$ cat config.mk
export PLATFORM = sky130hd
export DESIGN_NAME = proj_fm_ring
export DESIGN_NICKNAME = d
export VERILOG_FILES = /design/src/rtl/proj_fm_pkg.sv /design/src/rtl/proj_fm_frag_extract.sv /design/src/rtl/proj_fm_ring.sv
export SDC_FILE = /design/constraint.sdc
export NUM_CORES = 1
export LEC_CHECK = 0
export ABC_AREA = 1
export CAP_MARGIN = 20
export CORE_ASPECT_RATIO = 0.6
export CORE_MARGIN = 5
export CORE_UTILIZATION = 32
export CTS_BUF_LIST = sky130_fd_sc_hd__clkbuf_8
export DETAILED_ROUTE_END_ITERATION = 6
export GPL_ROUTABILITY_DRIVEN = 0
export SYNTH_ARGS = -nofsm -noshare
export SYNTH_HDL_FRONTEND = slang
export SYNTH_SLANG_ARGS = --single-unit
export TNS_END_PERCENT = 1
$ cat constraint.sdc
create_clock -name clk -period 2.13 [get_ports clk]
set_clock_uncertainty 0.15 [all_clocks]
set_input_delay 0.3195 -clock clk [delete_from_list [all_inputs] [get_ports clk]]
set_output_delay 0.3195 -clock clk [all_outputs]
set_load 0.05 [all_outputs]
$ cat src/rtl/proj_fm_pkg.sv
`default_nettype none
// +----------------------------------------------------------------------------+
// | Module  : proj_fm_pkg                                                      |
// | Purpose : Shared types, default geometry and base helpers for the          |
// |           fragment-memory ring projector.                                  |
// | Ports   : none (package)                                                   |
// | Rev     : 1.0  initial ring-buffer release                                 |
// +----------------------------------------------------------------------------+
package proj_fm_pkg;

  localparam int DEF_BUFFER_COUNT = 4;
  localparam int DEF_BUF_DEPTH    = 32;
  localparam int DEF_DATA_BITS    = 2;
  localparam int DEF_FRAG_BASES   = 8;
  localparam int DEF_FRAG_LEN     = DEF_FRAG_BASES * DEF_DATA_BITS;

  typedef logic [DEF_DATA_BITS-1:0] base_t;

  // With the 2-bit A/C/G/T encoding (00/01/10/11), the bitwise inverse of a
  // base is its Watson-Crick complement.
  function automatic base_t complement_base(input base_t b);
    return ~b;
  endfunction

endpackage
`default_nettype wire

$ cat src/rtl/proj_fm_frag_extract.sv
`default_nettype none
// +----------------------------------------------------------------------------+
// | Module  : proj_fm_frag_extract                                             |
// | Purpose : Combinational fragment slicer. Picks FRAG_BASES bases from one   |
// |           flattened buffer image starting at a signed index, zero-pads     |
// |           positions outside the buffer and optionally reverse-complements. |
// | Ports   : buf_img  - buffer image, base a at [a*DATA_BITS +: DATA_BITS]    |
// |           frag_idx - signed start index (two's complement)                 |
// |           rc_mode  - 1 = reverse-complement read                           |
// |           frag     - fragment, base j at [j*DATA_BITS +: DATA_BITS]        |
// | Rev     : 1.0  initial ring-buffer release                                 |
// +----------------------------------------------------------------------------+
module proj_fm_frag_extract
  import proj_fm_pkg::*;
#(
  parameter int BUF_DEPTH  = DEF_BUF_DEPTH,
  parameter int DATA_BITS  = DEF_DATA_BITS,
  parameter int FRAG_BASES = DEF_FRAG_BASES,
  parameter int IDX_LEN    = $clog2(BUF_DEPTH) + 1,
  parameter int FRAG_LEN   = FRAG_BASES * DATA_BITS
) (
  input  logic [BUF_DEPTH*DATA_BITS-1:0] buf_img,
  input  logic [IDX_LEN-1:0]             frag_idx,
  input  logic                           rc_mode,
  output logic [FRAG_LEN-1:0]            frag
);

  localparam int c_AW = $clog2(BUF_DEPTH);
  localparam int c_PW = IDX_LEN + 1;

  for (genvar j = 0; j < FRAG_BASES; j++) begin : g_base
    logic [c_PW-1:0]      w_pos;
    logic                 w_in_range;
    logic [c_AW-1:0]      w_addr;
    logic [DATA_BITS-1:0] w_raw;
    logic [DATA_BITS-1:0] w_cmp;

    // Sign-extend by one bit so frag_idx + j cannot overflow.
    assign w_pos      = {frag_idx[IDX_LEN-1], frag_idx} + c_PW'(j);
    assign w_in_range = ~w_pos[c_PW-1] && (w_pos < c_PW'(BUF_DEPTH));
    // BUF_DEPTH is a power of two, so BUF_DEPTH-1-p is the bitwise inverse
    // of p within the address width.
    assign w_addr     = rc_mode ? ~w_pos[c_AW-1:0] : w_pos[c_AW-1:0];
    assign w_raw      = buf_img[w_addr*DATA_BITS +: DATA_BITS];

    if (DATA_BITS == $bits(base_t)) begin : g_pkg_cmp
      assign w_cmp = complement_base(w_raw);
    end else begin : g_inv_cmp
      assign w_cmp = ~w_raw;
    end

    assign frag[j*DATA_BITS +: DATA_BITS] =
      !w_in_range ? '0 : (rc_mode ? w_cmp : w_raw);
  end

endmodule
`default_nettype wire

$ cat src/rtl/proj_fm_ring.sv
`default_nettype none
// +----------------------------------------------------------------------------+
// | Module  : proj_fm_ring                                                     |
// | Purpose : N-deep ring of base buffers between the base stream producer and |
// |           the fragment consumer. Bases stream in with valid/ready; reads   |
// |           return a padded fragment of the oldest completed buffer with one |
// |           cycle of registered latency; the reader releases buffers.        |
// | Ports   : clk, rst_n (async, active-low)                                   |
// |           in_valid/in_wdata/in_ready - base write handshake                |
// |           rd_req/frag_idx/rc_mode    - fragment read request              |
// |           rd_release                 - free the current read buffer       |
// |           out_rdata/out_valid        - registered fragment, valid pulse   |
// |           rd_err                     - read/release with nothing complete |
// |           full_cnt                   - completed, unreleased buffers      |
// | Rev     : 1.0  initial ring-buffer release                                 |
// +----------------------------------------------------------------------------+
module proj_fm_ring
  import proj_fm_pkg::*;
#(
  parameter int BUFFER_COUNT = DEF_BUFFER_COUNT,
  parameter int BUF_DEPTH    = DEF_BUF_DEPTH,
  parameter int DATA_BITS    = DEF_DATA_BITS,
  parameter int FRAG_BASES   = DEF_FRAG_BASES,
  parameter int IDX_LEN      = $clog2(BUF_DEPTH) + 1,
  parameter int FRAG_LEN     = FRAG_BASES * DATA_BITS
) (
  input  logic                              clk,
  input  logic                              rst_n,
  input  logic                              in_valid,
  input  logic [DATA_BITS-1:0]              in_wdata,
  output logic                              in_ready,
  input  logic                              rd_req,
  input  logic [IDX_LEN-1:0]                frag_idx,
  input  logic                              rc_mode,
  input  logic                              rd_release,
  output logic [FRAG_LEN-1:0]               out_rdata,
  output logic                              out_valid,
  output logic                              rd_err,
  output logic [$clog2(BUFFER_COUNT+1)-1:0] full_cnt
);

  localparam int c_AW = $clog2(BUF_DEPTH);
  localparam int c_BW = $clog2(BUFFER_COUNT);
  localparam int c_CW = $clog2(BUFFER_COUNT + 1);

  logic [DATA_BITS-1:0] r_mem [BUFFER_COUNT][BUF_DEPTH];

  logic [c_BW-1:0]     r_wr_buf;
  logic [c_BW-1:0]     r_rd_buf;
  logic [c_AW-1:0]     r_waddr;
  logic [c_CW-1:0]     r_full_cnt;
  logic [FRAG_LEN-1:0] r_out_rdata;
  logic                r_out_valid;
  logic                r_rd_err;

  logic                           w_have_buf;
  logic                           w_wr;
  logic                           w_complete;
  logic                           w_rel;
  logic                           w_rd;
  logic [BUF_DEPTH*DATA_BITS-1:0] w_rd_img;
  logic [FRAG_LEN-1:0]            w_frag;

  assign in_ready   = (r_full_cnt < c_CW'(BUFFER_COUNT));
  assign w_have_buf = (r_full_cnt != '0);
  assign w_wr       = in_valid & in_ready;
  assign w_complete = w_wr & (r_waddr == c_AW'(BUF_DEPTH - 1));
  assign w_rel      = rd_release & w_have_buf;
  assign w_rd       = rd_req & w_have_buf;

  // Storage is not reset; the pointers and count define what is valid.
  always_ff @(posedge clk) begin
    if (w_wr) begin
      r_mem[r_wr_buf][r_waddr] <= in_wdata;
    end
  end

  // Image of the current read buffer. Uses the pre-release pointer, so a
  // read issued together with a release still sees the old buffer.
  always_comb begin
    w_rd_img = '0;
    for (int a = 0; a < BUF_DEPTH; a++) begin
      w_rd_img[a*DATA_BITS +: DATA_BITS] = r_mem[r_rd_buf][a];
    end
  end

  proj_fm_frag_extract #(
    .BUF_DEPTH  (BUF_DEPTH),
    .DATA_BITS  (DATA_BITS),
    .FRAG_BASES (FRAG_BASES),
    .IDX_LEN    (IDX_LEN),
    .FRAG_LEN   (FRAG_LEN)
  ) u_extract (
    .buf_img  (w_rd_img),
    .frag_idx (frag_idx),
    .rc_mode  (rc_mode),
    .frag     (w_frag)
  );

  always_ff @(posedge clk or negedge rst_n) begin
    if (!rst_n) begin
      r_wr_buf    <= '0;
      r_rd_buf    <= '0;
      r_waddr     <= '0;
      r_full_cnt  <= '0;
      r_out_rdata <= '0;
      r_out_valid <= 1'b0;
      r_rd_err    <= 1'b0;
    end else begin
      if (w_wr) begin
        r_waddr <= r_waddr + c_AW'(1);
      end
      if (w_complete) begin
        r_wr_buf <= (r_wr_buf == c_BW'(BUFFER_COUNT - 1)) ? '0 : r_wr_buf + c_BW'(1);
      end
      if (w_rel) begin
        r_rd_buf <= (r_rd_buf == c_BW'(BUFFER_COUNT - 1)) ? '0 : r_rd_buf + c_BW'(1);
      end
      // Simultaneous completion and release leave the count unchanged.
      if (w_complete && !w_rel) begin
        r_full_cnt <= r_full_cnt + c_CW'(1);
      end else if (!w_complete && w_rel) begin
        r_full_cnt <= r_full_cnt - c_CW'(1);
      end
      r_out_valid <= w_rd;
      if (w_rd) begin
        r_out_rdata <= w_frag;
      end
      r_rd_err <= (rd_req | rd_release) & ~w_have_buf;
    end
  end

  assign out_rdata = r_out_rdata;
  assign out_valid = r_out_valid;
  assign rd_err    = r_rd_err;
  assign full_cnt  = r_full_cnt;

endmodule
`default_nettype wire

; Word-level counts from Yosys, hierarchy flattened
; Memories as Yosys holds them, arrays and structs flattened.
; Cells that the tools add are included.
; W data, S select, Z words.
[totals]
regBits = 30
mem_bits_rw = 256
inputBits = 14
output_inout_bits = 22
word_cells = 121
mem_count = 1
[mem_list]
columns = memory, depth, word_bits, read_ports, rd_clocked_by_memory_dff, wr, line
row1 = r_mem, 4, 64, 1, 0, 1, proj_fm_ring.sv:46  ; logic [DATA_BITS-1:0] r_mem [BUFFER_COUNT][BUF_DEPTH];
[classes]
addsub = 12
order_cmp = 11
n_eq_ne = 3
shifts = 8
muxes = 32
bitwise = 32
n_reduce_logical = 15
[ops]
columns = operator, count
row1 = $shiftx A64 B7 Y2, 8
row2 = $mux W64, 1
row3 = $lt A7 B6 Y1 const B, 8
row4 = $mux W5, 8
row5 = $not A5 Y5, 8
row6 = $mux W2, 19
row7 = $add A6 B4 Y7 const B, 4
row8 = $not A2 Y2, 8
row9 = $add A6 B3 Y7 const B, 2
row10 = $logic_and A1 B1 Y1, 11
row11 = $demux W2 S5, 1
row12 = $not A1 Y1, 9
row13 = $add A6 B2 Y7 const B, 1
row14 = $ge A6 B6 Y1 const B, 1
row15 = $lt A6 B1 Y1 const B, 1
row16 = $mux W3, 2
row17 = $not A5 Y6, 1
row18 = $add A5 B1 Y5 const B, 1
row19 = $and A1 B1 Y1, 5
row20 = $eq A5 B5 Y1 const B, 1
row21 = $add A2 B1 Y2 const B, 2
row22 = $eq A2 B2 Y1 const B, 2
row23 = $add A3 B1 Y3 const B, 1
row24 = $lt A3 B3 Y1 const B, 1
row25 = 6 further kinds, 7

; Depth between registers and ports, before layout
[logic_depth]
depth_word = 7
depth_mapped = 17
ltp_nobuf = 15

; Cells and area by module
; Synthesis repeated with hierarchy kept, for this count alone.
[unflattened]
cells_unflattened = 1899
area_unflattened_um2 = 16238.1
[by_module_without_submodules]
columns = mod, instances, cells_per_inst, area_per_inst_um2, seq_area_each_um2
row1 = proj_fm_ring, 1, 1100, 12239.2, 8438.1
row2 = proj_fm_frag_extract, 1, 799, 3998.8, 0.0

; Least setup slack after synthesis
; No wires, ideal clock.
[synth_path]
path_kind = register to register
start = reg r_full_cnt[2], in the netlist full_cnt[2]
end = reg r_full_cnt[2], in the netlist full_cnt[2]
setup_time_ns = 0.143
arrival_ns = 2.472
t_required_ns = 1.837
setup_slack_ns = -0.635
path_stages_with_launch = 12
n_path_buf = 0
synth_period_minus_slack_ns = 2.765
path_cell_list = dfrtp_1 -> inv_1 -> nand2_1 -> inv_1 -> nand2_1 -> inv_1 -> ha_1 -> inv_1 -> fa_1 -> a21oi_1 -> o21ai_0 -> xor2_1
[synth_via]
elab_chain_cells = 6
word_cells_on_any_way = 14
cone_classes = add/sub: 2 / order compare: 1 / mux: 2 / bitwise: 3 / reduce/logical: 6
[synth_rtl]
columns = element, line
row1 = "start, declared", proj_fm_ring.sv:51  ; logic [c_CW-1:0] r_full_cnt;
row2 = "start signal, assigned", proj_fm_ring.sv:121  ; r_full_cnt <= r_full_cnt + c_CW'(1);
row3 = "start signal, assigned", proj_fm_ring.sv:123  ; r_full_cnt <= r_full_cnt - c_CW'(1);
row4 = $lt A3 B3 Y1 (*), proj_fm_ring.sv:64  ; assign in_ready = (r_full_cnt < c_CW'(BUFFER_COUNT));
row5 = named net in_ready, proj_fm_ring.sv:31  ; output logic in_ready,
row6 = $and A1 B1 Y1 (*), proj_fm_ring.sv:66  ; assign w_wr = in_valid & in_ready;
row7 = $and A1 B1 Y1 (*), proj_fm_ring.sv:67  ; assign w_complete = w_wr & (r_waddr == c_AW'(BUF_DEPTH - 1));
row8 = named net w_complete, proj_fm_ring.sv:58  ; logic w_complete;
row9 = $logic_not A1 Y1, proj_fm_ring.sv:122  ; end else if (!w_complete && w_rel) begin
row10 = $logic_and A1 B1 Y1, proj_fm_ring.sv:122
row11 = $reduce_bool A2 Y1 (no line), --
; Mark *: on every way through the listed nets, which the timed path passes. The rest lies on a longest branch. The select of a mux whose other input is x is not followed.
; A chain may end at the register's enable or synchronous reset.

; Worst setup path after layout
[layout_path]
start = reg r_rd_buf[0]
end = reg r_out_rdata[14], in the netlist out_rdata[14]
[layout_via]
elab_chain_cells = 5
[layout_rtl]
columns = element, line
row1 = "start, declared", proj_fm_ring.sv:49  ; logic [c_BW-1:0] r_rd_buf;
row2 = "start signal, assigned", proj_fm_ring.sv:117  ; r_rd_buf <= (r_rd_buf == c_BW'(BUFFER_COUNT - 1)) ? '0 : r_rd_buf + c_BW'(1);
row3 = $mem_v2 Z4 W64 (*), --
row4 = $shiftx A64 B7 Y2 (*), proj_fm_frag_extract.sv:44  ; assign w_raw = buf_img[w_addr*DATA_BITS +: DATA_BITS];
row5 = $not A2 Y2, proj_fm_pkg.sv:22  ; return ~b;
row6 = $mux W2 (*) (2 in series), proj_fm_frag_extract.sv:53  ; !w_in_range ? '0 : (rc_mode ? w_cmp : w_raw);
row7 = "end signal, assigned", proj_fm_ring.sv:127  ; r_out_rdata <= w_frag;
row8 = "end, declared", proj_fm_ring.sv:52  ; logic [FRAG_LEN-1:0] r_out_rdata;
; Mark *: on every way between the ends. The rest lies on a longest branch, timed or not.

==> impl_metrics.toml <==
[placement]
pre_cts_ws_ns = -0.643
hpwl_mm = 36.4
port_buffers = 35
place_inst = 2545

[worst_setup_path]
cp_max_fo = 11
crit_chain = "inv_6, buf_12, clkbuf_16, nand2_1, nand3_1, nand3_2, nand3_1, nand3_1, nand2_1, nand2_1, nand3_1, nand3_1, nand3_1, nand2_1"
cp-end-kind = "register"
path_buf_inv = 3
rrSetupSlack_ns = -0.23
cp_top_family = "simple AND/OR/NAND/NOR gates"
path_class = "reg2reg"
start_kind = "register"
arrival_ns = 2.73
cp_slowest_cell = "dfrtp_4"
crit_top_cell = "nand3_1"
critPathRequiredTime_ns = 2.50
cpPeakStageDelay_ns = 0.53

[sta]
fin_crit_ns = 2.36
hold_viol_final = 0
tightest_slew_ns = 0.577
fmax_mhz = 423
fin_ws_ns = -0.233
setup_violations = 16
max-slew-margin-rel = 0.615
setup_tns_ns = -2.64
rsz0062_at_grt = "true"
period_share = 1.11
slew_viol_final = 0

[floorplan]
fp.dieArea_sq_um = 53000
start_util = 0.323
io_pins = 36
die_h_um = 180
std_cell_rows = 62
core_sq_um = 47900
die_w_um = 294

[yosys]
syn_inst = 1800
synth_edf_count = 256
synth_area_leaders = "edfxtp_1 50%, nand3_1 18%, nand2_1 14%, dfrtp_1 4.9%, nor2_1 3.7%"
synth_common_cells = "578 x nand2_1, 542 x nand3_1, 256 x edfxtp_1, 151 x nor2_1, 48 x inv_1"
seq_area_frac_synth = 0.545
yosys.area.top_type = "edfxtp_1"
syn_nets = 1836
ys_seq_elements = 286
synth-async-reset-ratio = 0.105
synth_top_area_frac = 0.497
synth_cell_type_count = 35
ys.flop_type = "edfxtp_1"
syn_area_sq_um = 15500
ys_warn_count = 0
yosysMostFrequentCell = "nand2_1"
synth_area_per_cell_sq_um = 8.60

[routing]
drc = 0
routed_wl_mm = 51.5
viasPerCell = 5.33
vias = 14000
first_pass_iters = 5
ant_nets = 0
drt_iter0_drc = 1908
wl_per_cell_um = 19.6

[power]
power.internal_mw = 12.8
power_frac_clock = 0.215
p_seq_frac = 0.283
power_density_nw_per_um2 = 1200
p_leak_nw = 7.93
irDropWorstVdd_mv = 0.591
switching_share = 0.450
combPwrFrac = 0.502
p_switching_mw = 10.5

[flow_run]
maxCapViolCount = 0

[finish]
fin_nets = 1993
drive_gt1_frac = 0.207
fillers = 4674
fin_util = 0.405
diodes = 0
stdcell_count = 2634
multiInputGateArea_sq_um = 6980
synthToLayoutAreaGrowth_pct = 25.3
final-seq-area_sq_um = 8440

[global_route]
grt_start_max_net_pins = 52
grt_pass1_wl_mm = 77.2
grt_pass1_vias = 13100
antenna_found_initial = 0
grtUsageTotal = 0.186
grt_overflow_total = 0

[clocking]
cts_root_buf = "clkbuf_8"
cts_buffers = 45
clock_sinks = 286
cts_max_path_buffers = 3
htree_levels = 2
tritoncts = "done"
path_clk_slew_ns = 0.09
clk_latency_ns = 0.63

[outcome]
violations = "setup timing"
outcome = "complete, but fails checks"

[min_path]
worstHoldPathType = "in2reg"
## cell families (layout without fill, tap and decap cells)
kind of cell	Yosys count	after routing	share of synthesized area
AO/OA/AOI/OAI	29	29	0.0106
flip-flops	286	286	0.545
adder cells (fa/ha/maj)	22	22	0.0183
buffers and inverters	153	347	0.0447
XOR/XNOR	23	23	0.0200
multiplexers	1	1	0.000728
AND/OR/NAND/NOR	1286	1286	0.360
## cell usage in the layout (no fill, tap or decap), drive strengths merged, types with 2 or more instances in the layout
master	n
nor3	3
ha	21
clkbuf	49
clkinvlp	4
xor2	15
xnor2	8
dfrtp	30
buf	171
nand3	542
clkinv	13
nand2	587
nor2	151
dlygate4sd2	19
o21ai	16
inv	74
edfxtp	256
a21oi	8
a211oi	2
bufinv	5
clkdlybuf4s50	10
## power groups by stage
stage                     logic [mW]  clock network, mW  registers (mW)
final                           11.7               5.00            6.59
after detailed placement        10.5                  0            6.70
after CTS                       10.6               5.10            6.59
after floorplan                 5.63                  0            7.21
after global placement          10.4                  0            6.69
after global routing            12.5               5.35            6.62
## final cells by class
class	count	share of cell area
sequential	286	0.435
multi-input combinational	1361	0.360
timing repair buffer	206	0.104
tap	640	0.0413
clock buffer	45	0.0319
clock inverter	39	0.0158
inverter	57	0.0117
## sequential cells by signal, indices dropped and copies added, names as in the netlist
register / count
full_cnt: 3
out_rdata: 16
out_valid: 1
r_mem: 256
r_rd_buf: 2
r_waddr: 5
r_wr_buf: 2
rd_err: 1
## what timing repair did
| item | in CTS | in global routing |
|---|---|---|
| setup endpoints to repair | 41 | 141 |
| setup buffers | 0 | 0 |
| hold buffers | 1 | 0 |
| gates resized for setup | 56 | 125 |
| pin swaps | 3 | 12 |
| cloned | 0 | 4 |
| hold endpoints to repair | 17 | 0 |
## metrics by stage
step	cell area [sq um]	hold slack, ns	power [mW]
6_report	19400	0.0510	23.3
3_5_place_dp	17700	0.217	17.2
2_1_floorplan	15500	-0.126	12.8
5_1_grt	19400	0.0338	24.5
4_1_cts	18800	0.0178	22.3
3_3_place_gp	17700	0.214	17.1
## per-layer routing
metal  vias to the layer above  track usage  part of all wire
met4                         0       0.0282             0.014
met3                        70       0.0623              0.13
li1                       6478            -                 -
met5                         -            0                 0
met2                       746        0.254              0.40
met1                      6734        0.288              0.46
## worst paths after layout
check / startpoint / endpoint / cells past startpoint
max: r_rd_buf[0]$_DFFE_PN0P_ / out_rdata[14]$_DFFE_PN0P_ / 14
min: in_wdata[0] / r_mem[2][32]$_DFFE_PP_ / 1
max reg2reg: r_rd_buf[0]$_DFFE_PN0P_ / out_rdata[14]$_DFFE_PN0P_ / 14
min reg2reg: out_rdata[4]$_DFFE_PN0P_ / out_rdata[4]$_DFFE_PN0P_ / 2
max in group asynchronous: rst_n / out_rdata[0]$_DFFE_PN0P_ / 3
min in group asynchronous: rst_n / out_rdata[7]$_DFFE_PN0P_ / 2
Note: power is estimated with default switching activity, not from simulation.
